--- src/rtl/led_blink_scheduler_if.sv ---
// Request/status bundle between two blink-code requesters and the shared
// LED scheduler. The master side drives requests; the slave side is the
// scheduler.
interface led_blink_scheduler_if #(
  parameter int CNT_W = 4
);
  logic             req0_valid;
  logic [CNT_W-1:0] req0_count;
  logic             req0_ready;
  logic             req1_valid;
  logic [CNT_W-1:0] req1_count;
  logic             req1_ready;
  logic             busy;
  logic             grant;
  logic             done;
  logic             led;

  modport master (
    output req0_valid, req0_count, req1_valid, req1_count,
    input  req0_ready, req1_ready, busy, grant, done, led
  );

  modport slave (
    input  req0_valid, req0_count, req1_valid, req1_count,
    output req0_ready, req1_ready, busy, grant, done, led
  );
endinterface

--- src/rtl/led_blink_scheduler.sv ---
// Shares one status LED between two requesters. Each accepted request plays
// N blinks (ON/OFF phases) followed by a dark gap. Requests are arbitrated
// round-robin in IDLE only; phase timing comes from an internal prescaler.
module led_blink_scheduler #(
  parameter int TICK_DIV  = 6000000,
  parameter int ON_TICKS  = 1,
  parameter int OFF_TICKS = 1,
  parameter int GAP_TICKS = 4,
  parameter int CNT_W     = 4
) (
  input  logic                  CLK,
  input  logic                  RST,
  led_blink_scheduler_if.slave  bus
);

  localparam int PS_W   = $clog2(TICK_DIV);
  localparam int PH_MAX = (ON_TICKS > OFF_TICKS)
                          ? ((ON_TICKS > GAP_TICKS) ? ON_TICKS : GAP_TICKS)
                          : ((OFF_TICKS > GAP_TICKS) ? OFF_TICKS : GAP_TICKS);
  localparam int PH_W   = $clog2(PH_MAX + 1);

  localparam logic [PS_W-1:0] PS_LAST  = PS_W'(TICK_DIV - 1);
  localparam logic [PH_W-1:0] ON_LAST  = PH_W'(ON_TICKS - 1);
  localparam logic [PH_W-1:0] OFF_LAST = PH_W'(OFF_TICKS - 1);
  localparam logic [PH_W-1:0] GAP_LAST = PH_W'(GAP_TICKS - 1);

  typedef enum logic [1:0] {
    ST_IDLE,
    ST_ON,
    ST_OFF,
    ST_GAP
  } state_t;

  state_t           state, next_state;
  logic [PS_W-1:0]  prescaler;
  logic [PH_W-1:0]  phase;
  logic [CNT_W-1:0] remaining;
  logic             last_served;
  logic             grant_q;
  logic             busy_q;
  logic             done_q;
  logic             led_q;

  logic             pick;
  logic             ready0;
  logic             ready1;
  logic             handshake;
  logic [CNT_W-1:0] hs_count;
  logic             tick;
  logic             seq_done;

  // Round-robin arbitration: with a tie (or nobody asking) the requester
  // that was not served last gets READY; a lone requester always wins.
  always_comb begin
    // NOTE: every signal driven here gets a default first, so no path can
    // leave it unassigned and infer a latch.
    pick = ~last_served;
    if (bus.req0_valid && !bus.req1_valid) begin
      pick = 1'b0;
    end else if (!bus.req0_valid && bus.req1_valid) begin
      pick = 1'b1;
    end
    ready0    = (state == ST_IDLE) && !pick;
    ready1    = (state == ST_IDLE) &&  pick;
    handshake = (ready0 && bus.req0_valid) || (ready1 && bus.req1_valid);
    hs_count  = pick ? bus.req1_count : bus.req0_count;
  end

  assign tick = (state != ST_IDLE) && (prescaler == PS_LAST);

  // Next-state logic: phases advance only on the tick that ends them.
  always_comb begin
    next_state = state;
    case (state)
      ST_IDLE: if (handshake && (hs_count != '0)) next_state = ST_ON;
      ST_ON: begin
        if (tick && (phase == ON_LAST)) begin
          next_state = (remaining > CNT_W'(1)) ? ST_OFF : ST_GAP;
        end
      end
      ST_OFF:  if (tick && (phase == OFF_LAST)) next_state = ST_ON;
      ST_GAP:  if (tick && (phase == GAP_LAST)) next_state = ST_IDLE;
      default: next_state = ST_IDLE;
    endcase
    seq_done = (state == ST_GAP) && (next_state == ST_IDLE);
  end

  // State register; reset aborts any sequence on the spot.
  always_ff @(posedge CLK) begin
    // NOTE: sequential state is updated with non-blocking assignments so all
    // registers see the values from before this edge.
    if (RST) begin
      state <= ST_IDLE;
    end else begin
      state <= next_state;
    end
  end

  // Timing counters, blink bookkeeping and registered outputs.
  always_ff @(posedge CLK) begin
    if (RST) begin
      prescaler   <= '0;
      phase       <= '0;
      remaining   <= '0;
      last_served <= 1'b1;
      grant_q     <= 1'b0;
      busy_q      <= 1'b0;
      done_q      <= 1'b0;
      led_q       <= 1'b0;
    end else begin
      busy_q <= (next_state != ST_IDLE);
      led_q  <= (next_state == ST_ON);
      done_q <= seq_done || (handshake && (hs_count == '0));

      if (handshake) begin
        grant_q     <= pick;
        last_served <= pick;
        remaining   <= hs_count;
        prescaler   <= '0;
        phase       <= '0;
      end else if (state != ST_IDLE) begin
        prescaler <= tick ? '0 : prescaler + PS_W'(1);
        if (next_state != state) begin
          phase <= '0;
        end else if (tick) begin
          phase <= phase + PH_W'(1);
        end
        if ((state == ST_ON) && (next_state == ST_OFF)) begin
          remaining <= remaining - CNT_W'(1);
        end
      end
    end
  end

  assign bus.req0_ready = ready0;
  assign bus.req1_ready = ready1;
  assign bus.busy       = busy_q;
  assign bus.grant      = grant_q;
  assign bus.done       = done_q;
  assign bus.led        = led_q;

endmodule

--- src/flat_wrapper.sv ---
// flat-port wrapper written by rule: the top's interface ports become plain ports
module led_blink_scheduler_flat 
#(
  parameter int TICK_DIV  = 6000000,
  parameter int ON_TICKS  = 1,
  parameter int OFF_TICKS = 1,
  parameter int GAP_TICKS = 4,
  parameter int CNT_W     = 4
)
  (CLK, RST, bus_req0_valid, bus_req0_count, bus_req1_valid, bus_req1_count, bus_req0_ready, bus_req1_ready, bus_busy, bus_grant, bus_done, bus_led);
  led_blink_scheduler_if #(.CNT_W(CNT_W)) bus_i ();
  input  logic CLK;
  input  logic RST;
  input wire logic [$bits(bus_i.req0_valid)-1:0] bus_req0_valid;
  input wire logic [$bits(bus_i.req0_count)-1:0] bus_req0_count;
  input wire logic [$bits(bus_i.req1_valid)-1:0] bus_req1_valid;
  input wire logic [$bits(bus_i.req1_count)-1:0] bus_req1_count;
  output wire logic [$bits(bus_i.req0_ready)-1:0] bus_req0_ready;
  output wire logic [$bits(bus_i.req1_ready)-1:0] bus_req1_ready;
  output wire logic [$bits(bus_i.busy)-1:0] bus_busy;
  output wire logic [$bits(bus_i.grant)-1:0] bus_grant;
  output wire logic [$bits(bus_i.done)-1:0] bus_done;
  output wire logic [$bits(bus_i.led)-1:0] bus_led;
  assign bus_i.req0_valid = bus_req0_valid;
  assign bus_i.req0_count = bus_req0_count;
  assign bus_i.req1_valid = bus_req1_valid;
  assign bus_i.req1_count = bus_req1_count;
  assign bus_req0_ready = bus_i.req0_ready;
  assign bus_req1_ready = bus_i.req1_ready;
  assign bus_busy = bus_i.busy;
  assign bus_grant = bus_i.grant;
  assign bus_done = bus_i.done;
  assign bus_led = bus_i.led;
  led_blink_scheduler #(.TICK_DIV(TICK_DIV), .ON_TICKS(ON_TICKS), .OFF_TICKS(OFF_TICKS), .GAP_TICKS(GAP_TICKS), .CNT_W(CNT_W)) u_core (.CLK(CLK), .RST(RST), .bus(bus_i));
endmodule
--- config.mk ---
export PLATFORM = sky130hd
export DESIGN_NAME = led_blink_scheduler_flat
export DESIGN_NICKNAME = d
export VERILOG_FILES = /design/src/rtl/led_blink_scheduler_if.sv /design/src/rtl/led_blink_scheduler.sv /design/src/flat_wrapper.sv
export SDC_FILE = /design/constraint.sdc
export NUM_CORES = 1
export LEC_CHECK = 0
export BUFFER_PORTS_ARGS = -buffer_cell sky130_fd_sc_hd__buf_2
export CORE_MARGIN = 1
export CORE_UTILIZATION = 45
export CTS_CLUSTER_DIAMETER = 30
export DETAILED_ROUTE_END_ITERATION = 6
export GPL_ROUTABILITY_DRIVEN = 1
export GPL_TIMING_DRIVEN = 0
export SYNTH_ARGS = -nofsm -noshare
export SYNTH_HDL_FRONTEND = slang
export SYNTH_SLANG_ARGS = --single-unit
--- constraint.sdc ---
create_clock -name CLK -period 2.95 [get_ports CLK]
set_input_delay 0.1475 -clock CLK [delete_from_list [all_inputs] [get_ports CLK]]
set_output_delay 0.1475 -clock CLK [all_outputs]
set_load 0.01 [all_outputs]
==> results.yml <==
synth:
  postSynthAreaPerCell_um2: 8.23
  synth_nets: 257
  synth_top_area_share_pct: 37.7
  synth_ff_type: "dfxtp_1"
  synth_seq_area_share_pct: 37.7
  synth_top_area_cell: "dfxtp_1"
  yosys.cell_count.top_type: "dfxtp_1"
  synth_common_cells: "dfxtp_1 (37), nor2_1 (35), nand2_1 (20)"
  ys_seq_elements: 37
  yosysWarnings: 0
  synth_cell_types: 47
  async_flop_share_pct: 0
  synthesis.area_um2: 1970
  syn_inst: 239
  synth_edf_count: 0
  synthTopCellsByArea: "dfxtp_1 (38%), xnor2_1 (8.5%), nor2_1 (6.7%)"
sta:
  worst_slew_pin_slew_ps: 484
  rsz0062_at_grt: "no"
  finalHoldViolCount: 0
  setup_viol: 0
  period_share_pct: 82.1
  skew_ps: 5.95
  fin_crit_ps: 2420
  tns_ps: 0
  slew-limit-headroom_pct: 67.8
  fmax_mhz: 413
  drv_slew: 0
  setup_ws_ps: 528
finish:
  seqCellArea_um2: 741
  syn_to_final_growth_pct: 11.6
  nets: 281
  drive_gt1_share_pct: 11.7
  nFillCells: 397
  fin_area_um2: 2190
  layout.cells.non_filler: 314
  n_antenna_cell: 0
  multi_input_area_um2: 1130
power_and_ir_drop:
  p_per_area_nw_per_um2: 452
  power_frac_comb_pct: 12.7
  power_mw: 0.992
  power.internal_mw: 0.735
  pwr-share-seq_pct: 52.9
  p_sw_mw: 0.257
  peakVddDrop_uv: 288
  swShare_pct: 25.9
  p_leak_nw: 0.756
  p_clk_share_pct: 34.5
critical_path:
  r2r_setup_slack_ps: 530
  r2r-start: "u_core.prescaler[0]$_SDFFE_PP0P_"
  critPathLaunch: "u_core.prescaler[0]$_SDFFE_PP0P_"
  crit_path_end: "u_core.bus.busy$_SDFF_PP0_"
  crit_type: "reg -> reg"
  end_kind: "register"
  path_max_fanout: 10
  worstPathRequired_ps: 3090
  critPathArrivalTime_ps: 2570
  r2r_cells: 7
  regToRegEndpoint: "u_core.bus.busy$_SDFF_PP0_"
  start_kind: "register"
routing:
  routed_wl_mm: 3.94
  routedWlPerCell_um: 12.6
  drc: 0
  firstDrtPassIters: 4
  initialDrtViolationCount: 105
  routed_via_density: 5.22
  postRouteAntennaNets: 0
  vias: 1639
place:
  dp_slack_ps: 534
  dp_hpwl_mm: 2.88
  gp_congestion: 0.793
  dp_cells: 306
  placed_area_um2: 2110
  port_buffers: 17
clocking:
  cts_sinks: 37
  ctsResizeCount: 0
  cts_buffers: 5
  h-tree-depth: 2
  tritoncts: "done"
  holdBufCountCts: 0
  clock_latency_ps: 290
  root_buffer: "clkbuf_8"
  path_clk_slew_ps: 70
  clock_path_buffers: 2
  post-cts-setup-buffers: 0
floorplanning:
  die_area_um2: 4640
  die_w_um: 68.1
  io_pins: 18
  num_rows: 23
  initial_core_util_pct: 48.1
  die_y_um: 68.1
  core_um2: 4090
global_routing:
  grt_max_degree: 11
  grt_pass1_wl_mm: 6.41
  grt_overflow: 0
  grt_usage_pct: 19.1
  grt_antenna_before_repair: 0
  grt_pass1_vias: 1380
hold_path:
  hold_path.class: "in -> reg"
flow_run:
  cap_violations: 0
outcome:
  status: "finished clean"
[cells by family (layout without fill, tap and decap cells)]
group	count (synthesis)	in the layout	share of synthesized area (%)
buffers and inverters	23	48	4.83
XOR/XNOR	22	22	9.80
AND/OR/NAND/NOR	111	111	29.3
flip-flops	37	37	37.7
AO/OA/AOI/OAI	37	37	13.1
multiplexers	3	3	1.53
adder cells (fa/ha/maj)	6	6	3.82
[metal layers]
metal | track usage, % | part of all wire, %
met4 | 6.25 | 1.3
met3 | 7.00 | 2.9
met1 | 26.6 | 55
met2 | 26.8 | 41
met5 | 0 | 0
[cells in the final DEF, fill, tap and decap left out, drive strengths merged, types with 2 or more instances in the layout]
cell / count
nor3: 9
a311oi: 2
or4: 2
xor2: 3
nor4: 3
a21oi: 10
or3: 6
or2: 3
nor2: 35
a211oi: 3
nand2: 20
nand2b: 4
and3: 3
clkbuf: 15
o21ai: 5
and2: 3
dfxtp: 37
inv: 14
nand3: 4
mux2i: 3
buf: 19
nor2b: 4
o22a: 2
nor3b: 3
ha: 6
nand4: 6
o31ai: 2
xnor2: 19
o211ai: 2
[layout make-up]
class / instances / share of cell area (%)
Buffer: 9 / 1.94
Clock buffer: 8 / 3.65
Sequential cell: 37 / 33.8
Tap cell: 50 / 2.85
Timing Repair Buffer: 17 / 3.88
Inverter: 14 / 2.39
Multi-Input combinational cell: 179 / 51.5
[sequential cells by signal, summed over array words and instances (netlist names)]
register,cells
u_core.last_served,1
u_core.bus.busy,1
u_core.bus.grant,1
u_core.bus.done,1
u_core.phase,3
u_core.prescaler,23
u_core.state,2
u_core.remaining,4
u_core.bus.led,1
[worst min path at each step]
stage                     start                              end  slack (ps)  depth (start not counted)
after floorplan             RST  u_core.last_served$_SDFFE_PP1P_         240                          1
after global placement      RST  u_core.last_served$_SDFFE_PP1P_         360                          2
after detailed placement    RST  u_core.last_served$_SDFFE_PP1P_         370                          2
after CTS                   RST  u_core.last_served$_SDFFE_PP1P_          60                          2
after global routing        RST  u_core.last_served$_SDFFE_PP1P_          70                          2
final                       RST  u_core.last_served$_SDFFE_PP1P_          70                          2
[stage by stage]
stage	hold slack, ps	util, %
finish	70.1	53.7
global route	71.5	53.7
CTS	63.7	53.7
detailed placement	367	51.7
global placement	361	51.7
floorplan	242	-
[power groups by stage]
| stage | registers (mW) | logic (mW) | clock network [mW] |
|---|---|---|---|
| 2_1_floorplan | 0.536 | 0.0877 | 0 |
| 3_3_place_gp | 0.536 | 0.126 | 0 |
| 3_5_place_dp | 0.536 | 0.125 | 0 |
| 6_report | 0.525 | 0.126 | 0.342 |
| 4_1_cts | 0.524 | 0.126 | 0.353 |
| 5_1_grt | 0.527 | 0.143 | 0.378 |
[worst max-delay path, cell delays in order (launching register included)]
cell and delay, ps:
dfxtp_1 380, ha_1 190, o211a_1 220, nand2_1 270, or4b_4 630, buf_6 160
o211ai_1 270, a41oi_1 160
Power figures use the tool's default switching activity.
